===== config.mk =====
export PLATFORM = sky130hd
export DESIGN_NAME = sw_mem_cmd_ctrl
export DESIGN_NICKNAME = d
export VERILOG_FILES = /design/src/rtl/sw_mem_cmd_ctrl.sv
export SDC_FILE = /design/constraint.sdc
export NUM_CORES = 1
export LEC_CHECK = 0
export CAP_MARGIN = 10
export CORE_MARGIN = 1
export CORE_UTILIZATION = 43
export CTS_CLUSTER_DIAMETER = 200
export DETAILED_ROUTE_END_ITERATION = 8
export PLACE_DENSITY = 0.81
export SLEW_MARGIN = 20
export SYNTH_ARGS = -nofsm -noshare
export SYNTH_HDL_FRONTEND = slang
export SYNTH_SLANG_ARGS = --single-unit

===== constraint.sdc =====
create_clock -name clk -period 2.4 [get_ports clk]
set_input_delay 0.48 -clock clk [delete_from_list [all_inputs] [get_ports clk]]
set_output_delay 0.48 -clock clk [all_outputs]
set_load 0.005 [all_outputs]

===== src/rtl/sw_mem_cmd_ctrl.sv =====
// sw_mem_cmd_ctrl: turns the static software registers mem_cmd / mem_addr /
// mem_data_write into single tagged memory transactions on a request/grant
// port, with a per-phase timeout, and reports results through mem_status
// and mem_data_read.
module sw_mem_cmd_ctrl #(
  parameter int ADDR_WIDTH     = 10,
  parameter int DATA_WIDTH     = 32,
  parameter int TIMEOUT_CYCLES = 255
) (
  input  logic                  clk,
  input  logic                  reset,
  input  logic [31:0]           mem_cmd,
  input  logic [31:0]           mem_addr,
  input  logic [DATA_WIDTH-1:0] mem_data_write,
  output logic [DATA_WIDTH-1:0] mem_data_read,
  output logic [31:0]           mem_status,
  output logic                  m_req,
  output logic                  m_we,
  output logic [ADDR_WIDTH-1:0] m_addr,
  output logic [DATA_WIDTH-1:0] m_wdata,
  input  logic                  m_gnt,
  input  logic                  m_rvalid,
  input  logic [DATA_WIDTH-1:0] m_rdata
);

  typedef enum logic [1:0] {
    IDLE     = 2'd0,
    REQ      = 2'd1,
    WAIT_RD  = 2'd2,
    COMPLETE = 2'd3
  } state_t;

  // Last counter value before an abort; the counter starts at 0 on phase entry.
  localparam logic [7:0] TO_LAST = 8'(TIMEOUT_CYCLES - 1);

  state_t                state_q, state_d;
  logic [7:0]            last_tag_q, last_tag_d;
  logic [7:0]            to_cnt_q, to_cnt_d;
  logic                  m_req_q, m_req_d;
  logic                  m_we_q, m_we_d;
  logic [ADDR_WIDTH-1:0] m_addr_q, m_addr_d;
  logic [DATA_WIDTH-1:0] m_wdata_q, m_wdata_d;
  logic [DATA_WIDTH-1:0] rdata_q, rdata_d;
  logic [7:0]            fin_tag_q, fin_tag_d;
  logic [15:0]           count_q, count_d;
  logic                  addr_err_q, addr_err_d;
  logic                  timeout_q, timeout_d;
  logic                  bad_op_q, bad_op_d;
  logic                  busy_q, busy_d;
  logic                  done_q, done_d;

  logic [1:0] cmd_op;
  logic [7:0] cmd_tag;
  logic       cmd_new;
  logic       addr_bad;
  logic       unused_cmd_bits;

  assign cmd_op          = mem_cmd[1:0];
  assign cmd_tag         = mem_cmd[31:24];
  assign cmd_new         = (cmd_op != 2'b00) && (cmd_tag != last_tag_q);
  assign addr_bad        = (mem_addr >> ADDR_WIDTH) != 32'd0;
  assign unused_cmd_bits = ^mem_cmd[23:2];

  // Next-state and register update logic for the command sequencer.
  always_comb begin
    state_d    = state_q;
    last_tag_d = last_tag_q;
    to_cnt_d   = to_cnt_q;
    m_req_d    = m_req_q;
    m_we_d     = m_we_q;
    m_addr_d   = m_addr_q;
    m_wdata_d  = m_wdata_q;
    rdata_d    = rdata_q;
    fin_tag_d  = fin_tag_q;
    count_d    = count_q;
    addr_err_d = addr_err_q;
    timeout_d  = timeout_q;
    bad_op_d   = bad_op_q;
    busy_d     = busy_q;
    done_d     = done_q;

    case (state_q)
      IDLE: begin
        if (cmd_new) begin
          last_tag_d = cmd_tag;
          addr_err_d = 1'b0;
          timeout_d  = 1'b0;
          bad_op_d   = 1'b0;
          done_d     = 1'b0;
          busy_d     = 1'b1;
          if (cmd_op == 2'b11) begin
            bad_op_d  = 1'b1;
            done_d    = 1'b1;
            busy_d    = 1'b0;
            fin_tag_d = cmd_tag;
          end else if (addr_bad) begin
            addr_err_d = 1'b1;
            done_d     = 1'b1;
            busy_d     = 1'b0;
            fin_tag_d  = cmd_tag;
          end else begin
            state_d   = REQ;
            m_req_d   = 1'b1;
            m_we_d    = (cmd_op == 2'b10);
            m_addr_d  = mem_addr[ADDR_WIDTH-1:0];
            m_wdata_d = mem_data_write;
            to_cnt_d  = 8'd0;
          end
        end
      end

      REQ: begin
        // A grant in the final allowed cycle still counts as success.
        if (m_gnt) begin
          m_req_d  = 1'b0;
          to_cnt_d = 8'd0;
          state_d  = m_we_q ? COMPLETE : WAIT_RD;
        end else if (to_cnt_q == TO_LAST) begin
          m_req_d   = 1'b0;
          timeout_d = 1'b1;
          done_d    = 1'b1;
          busy_d    = 1'b0;
          fin_tag_d = last_tag_q;
          state_d   = IDLE;
        end else begin
          to_cnt_d = to_cnt_q + 8'd1;
        end
      end

      WAIT_RD: begin
        if (m_rvalid) begin
          rdata_d = m_rdata;
          state_d = COMPLETE;
        end else if (to_cnt_q == TO_LAST) begin
          timeout_d = 1'b1;
          done_d    = 1'b1;
          busy_d    = 1'b0;
          fin_tag_d = last_tag_q;
          state_d   = IDLE;
        end else begin
          to_cnt_d = to_cnt_q + 8'd1;
        end
      end

      COMPLETE: begin
        done_d    = 1'b1;
        busy_d    = 1'b0;
        fin_tag_d = last_tag_q;
        count_d   = count_q + 16'd1;
        state_d   = IDLE;
      end

      default: state_d = IDLE;
    endcase
  end

  // State and output registers; async reset abandons any transaction in flight.
  always_ff @(posedge clk or negedge reset) begin
    if (!reset) begin
      state_q    <= IDLE;
      last_tag_q <= 8'd0;
      to_cnt_q   <= 8'd0;
      m_req_q    <= 1'b0;
      m_we_q     <= 1'b0;
      m_addr_q   <= '0;
      m_wdata_q  <= '0;
      rdata_q    <= '0;
      fin_tag_q  <= 8'd0;
      count_q    <= 16'd0;
      addr_err_q <= 1'b0;
      timeout_q  <= 1'b0;
      bad_op_q   <= 1'b0;
      busy_q     <= 1'b0;
      done_q     <= 1'b0;
    end else begin
      state_q    <= state_d;
      last_tag_q <= last_tag_d;
      to_cnt_q   <= to_cnt_d;
      m_req_q    <= m_req_d;
      m_we_q     <= m_we_d;
      m_addr_q   <= m_addr_d;
      m_wdata_q  <= m_wdata_d;
      rdata_q    <= rdata_d;
      fin_tag_q  <= fin_tag_d;
      count_q    <= count_d;
      addr_err_q <= addr_err_d;
      timeout_q  <= timeout_d;
      bad_op_q   <= bad_op_d;
      busy_q     <= busy_d;
      done_q     <= done_d;
    end
  end

  assign m_req         = m_req_q;
  assign m_we          = m_we_q;
  assign m_addr        = m_addr_q;
  assign m_wdata       = m_wdata_q;
  assign mem_data_read = rdata_q;
  assign mem_status    = {fin_tag_q, count_q, 3'b000,
                          addr_err_q, timeout_q, bad_op_q, busy_q, done_q};

endmodule


# [Word-level counts from Yosys, hierarchy flattened]
# Cells that the tools add are included.
[totals] ff_bits=123 input_bits=132 out_inout_bits=108 word_cells=97
[op_classes] addsub=2 eq_ne=14 muxes=49 n_bitwise=2 n_reduce_logical=15
[op_table] operator="two-way mux 8 bit" count=12
[op_table] operator="case mux 8 bit (4 select lines)" count=1
[op_table] operator="nonzero test 32 bit" count=1
[op_table] operator="two-way mux 1 bit" count=24
[op_table] operator="case mux 8 bit (3 select lines)" count=1
[op_table] operator="adder 16 x 1 -> 16 bit, second input constant" count=1
[op_table] operator="two-way mux 2 bit" count=6
[op_table] operator="AND reduction 4 bit" count=3
[op_table] operator="!= test 2 bit, second input constant" count=5
[op_table] operator="AND reduction 5 bit" count=2
[op_table] operator="adder 8 x 1 -> 8 bit, second input constant" count=1
[op_table] operator="equality test 2 bit, second input constant" count=4
[op_table] operator="equality test 8 bit, second input constant" count=1
[op_table] operator="!= test 8 bit" count=1
[op_table] operator="case mux 1 bit (4 select lines)" count=2
[op_table] operator="case mux 2 bit (4 select lines)" count=1
[op_table] operator="!= test 3 bit, second input constant" count=2
[op_table] operator="AND reduction 3 bit" count=2
[op_table] operator="AND reduction 2 bit" count=2
[op_table] operator="nonzero test 2 bit" count=2
[op_table] operator="case mux 1 bit (3 select lines)" count=1
[op_table] operator="nonzero test 3 bit" count=1
[op_table] operator="equality test 2 x 1 -> 1 bit, second input constant" count=1
[op_table] operator="logical NOT 2 bit" count=1
[op_table] operator="other kinds (3)" count=4

# [Longest topological paths before layout]
[depth] depth_word=5 depth_mapped=8 ltp_nobuf=7

# [Worst setup path after synthesis]
# OpenSTA, ideal clock, no wires.
[synth_path] kind="input-to-reg" startpoint="in mem_addr[16]" endpoint="reg m_wdata_q[10] (netlist: m_wdata[10])" setup_ns=0.125 arrival_ns=2.133 required_ns=2.275 slack_ns=0.142 path_stages=7 n_path_buf=2 path_cell_list="or4_1 nor3_2 o2111ai_1 or2_1 buf_6 buf_6 mux2_4"
[synth_between] elab_chain_len=3
[synth_rtl] item="start: declaration" line_no="13" source="input logic [31:0] mem_addr,"
[synth_rtl] item="nonzero test 32 bit" line_no="61" source="assign addr_bad = (mem_addr >> ADDR_WIDTH) != 32'd0;"
[synth_rtl] item="NOT 1 bit (no line)"
[synth_rtl] item="AND reduction 4 bit (no line)"
[synth_rtl] item="end signal: assignment" line_no="182" source="m_wdata_q <= m_wdata_d;"
[synth_rtl] item="end: declaration" line_no="42" source="logic [DATA_WIDTH-1:0] m_wdata_q, m_wdata_d;"
# Every way passes these cells.
# A chain may end at the register's enable or synchronous reset.

# [Worst setup path after layout]
[layout_path] startpoint="in mem_addr[11]" endpoint="reg m_wdata_q[19] (netlist: m_wdata[19])"
# The elaborated chain is that of the path after synthesis.

==> run summary <==
Tot GR Track Use - 21.5%
number of register bits inferred by synthesis - 123
clock latency on the worst-skew pair - 0.41 ns
remaining global-route overflow - 0
layout overhead on the synthesized area - 55.2%
Lkg Pwr - 3.92 nW
Fmax - 433 MHz
Critical Path Fanout Max - 6
die area - 13300 um2
crit path max-delay cell type - clkdlybuf4s50_1
Fillers - 885
Most used DFF post-synth - dfrtp_1
first-pass iteration count of the detailed router - 5
first-pass GRT wire length - 21.4 mm
sw frac - 27.1%
initial antenna violation count - 0
multi-input logic area - 2290 um2
number of vias per cell - 5.01
commonest cells after routing, fill and taps aside - 209 x clkdlybuf4s50_1, 123 x dfrtp_1, 62 x mux2_2
CTS buffer count - 17
Vias - 4126
status - completed
crit share post-route - 96.3%
share of layout cells above drive strength 1 - 25.9%
Peak VDD IR - 0.685 mV
clock skew - 0.00588 ns
WP buf/inv - 3
antenna fix cells - 0
Worst Tran Pin Value - 0.643 ns
Post-Synthesis Cell Area - 5530 um2
DRT antenna net count - 0
clock share of power - 28.6%
core area - 12600 um2
Final nets - 782
Die Y - 115 um
Data arrival, critical path - 2.60 ns
hold_ws - 0.0623 ns
Max Buffers Root-to-Sink - 2
hold crit path type - in2async
final worst path period need - 2.31 ns
max incr delay on CP - 0.41 ns
num rows - 41
delay-heaviest family, CP - simple AND/OR/NAND/NOR gates
part of the Yosys area used for sequential elements - 55.7%
start point of the critical path - mem_addr[11]
RSZ-0062 raised after global routing - false
Gate power share - 34.4%
Critical Path End Type - flip-flop
Unique masters post-synth - 44
crit path launch type - input port
residual DRC count - 0
Required @ worst endpoint - 2.69 ns
final setup fails - 0
Die W - 115 um
Pint - 5.66 mW
max_cap viols - 0
post-DP HPWL - 9.96 mm
Synth async-reset ratio - 100%
1st-iter DRT viols - 229
CP Cell Sequence - clkdlybuf4s50_1 > nor4_1 > and4_4 > o2111ai_2 > buf_4 > or2_4 > clkbuf_16 > mux2_4
CTS tree - built
number of synthesized flops with an enable pin - 0
top-level port count - 240
number of global-route vias before repair - 4225
Psw - 2.10 mW
Reg clk slew, reported paths - 0.05 ns
CTS sink cnt - 123
syn avg cell area - 13.8 um2
Detailed Route WL - 14.7 mm
Root Buffer - clkbuf_16
Reg area - 3080 um2
GPL Wtd Cong - 0.834
FF-to-FF Start - to_cnt_q[2]
register share of total power - 37.0%
PortBufs - 214
warnings from Yosys - 0
Crit Path Class - in2reg
H-tree depth - 4
Starting Density - 44.0%
Slew headroom - 57.1%
wire per inst - 17.8 um
Max Slew Vio Count - 0
Final Hold Viols - 0
Syn Inst Count - 401
largest net degree at the start of global routing - 54
leading cell type in the layout, fill and taps excluded - clkdlybuf4s50_1
final core area utilization - 68.3%
Cell Pwr Density - 905 nW/um2
[layer usage]
metal | up-vias | global-route usage (%) | wire, um
li1 | 1900 | - | -
met1 | 2047 | 23.0 | 5620
met2 | 164 | 37.6 | 7570
met3 | 15 | 9.23 | 1290
met4 | 0 | 7.71 | 173
met5 | - | 0 | 0
[cell type report]
class | count | area share, %
well taps | 172 | 2.51
multi-input cells | 251 | 26.7
flip-flops and latches | 123 | 35.9
repair buffers | 244 | 28.8
clock inverters | 3 | 0.175
inverters | 5 | 0.219
clock buffers | 26 | 5.70
[flip-flops by register name, summed over array words and instances (netlist names)]
signal and count:
m_wdata 32, mem_data_read 32, count_q 16, m_addr 10, fin_tag_q 8, last_tag_q 8
to_cnt_q 8, state_q 2, addr_err_q 1, bad_op_q 1, busy_q 1, done_q 1
m_req 1, m_we 1, timeout_q 1
[per-stage QoR]
stage | setup TNS [ns] | instances | cell area [um2] | worst slack [ns] | power (mW)
finish | 0 | 824 | 8580 | 0.0883 | 7.77
global route | 0 | 824 | 8580 | 0.00956 | 8.18
CTS | 0 | 814 | 8440 | 0.0152 | 7.79
detailed placement | -21.85 | 785 | 7930 | -0.463 | 5.52
global placement | -19.50 | 785 | 7930 | -0.413 | 5.42
floorplan | 0 | 403 | 5540 | 0.142 | 4.15
[kinds of logic after synthesis]
group	count (synthesis)	share of synthesized area, %
compound gates	45	5.48
xor+xnor	24	3.80
fa+ha+maj	8	1.81
buf+inv	29	3.30
flops	123	55.7
mux	101	23.2
other cells	1	0.0678
simple gates	70	6.67
[worst paths after layout]
kind,endpoint,slack (ns),depth (start not counted)
setup / recovery,m_wdata[19],0.09,8
hold / removal,count_q[9],0.06,1
setup reg to reg,fin_tag_q[1],0.17,6
hold reg to reg,count_q[15],0.48,1
max in group asynchronous,m_wdata[8],1.65,2
min in group clk,count_q[15],0.48,1
[what timing repair did]
| action | in CTS | in global routing |
|---|---|---|
| setup endpoints to repair | 30 | 42 |
| hold buffers | 0 | 0 |
| setup buffers | 0 | 5 |
| gates cloned | 0 | 5 |
| pin swaps | 0 | 4 |
| gates resized for setup | 1 | 10 |
[Yosys cell counts, types with 7 or more instances]
library cell  count  area (um2)
xor2_1            7        61.3
nor2_1           12        45.0
buf_4             9        67.6
nand4_1           7        43.8
ha_1              8         100
dfrtp_1         123        3080
a21oi_1          15        75.1
mux2_4           39         586
mux2_2           62         698
nand2_1          16        60.1
xnor2_1          17         149
[power groups by stage]
stage	Sequential (mW)	Combinational, mW	Clock, mW
2_1_floorplan	2.88	1.27	0
3_3_place_gp	2.86	2.56	0
3_5_place_dp	2.89	2.62	0
4_1_cts	2.88	2.65	2.26
5_1_grt	2.94	2.89	2.34
6_report	2.87	2.67	2.22
Power figures use the tool's default switching activity.
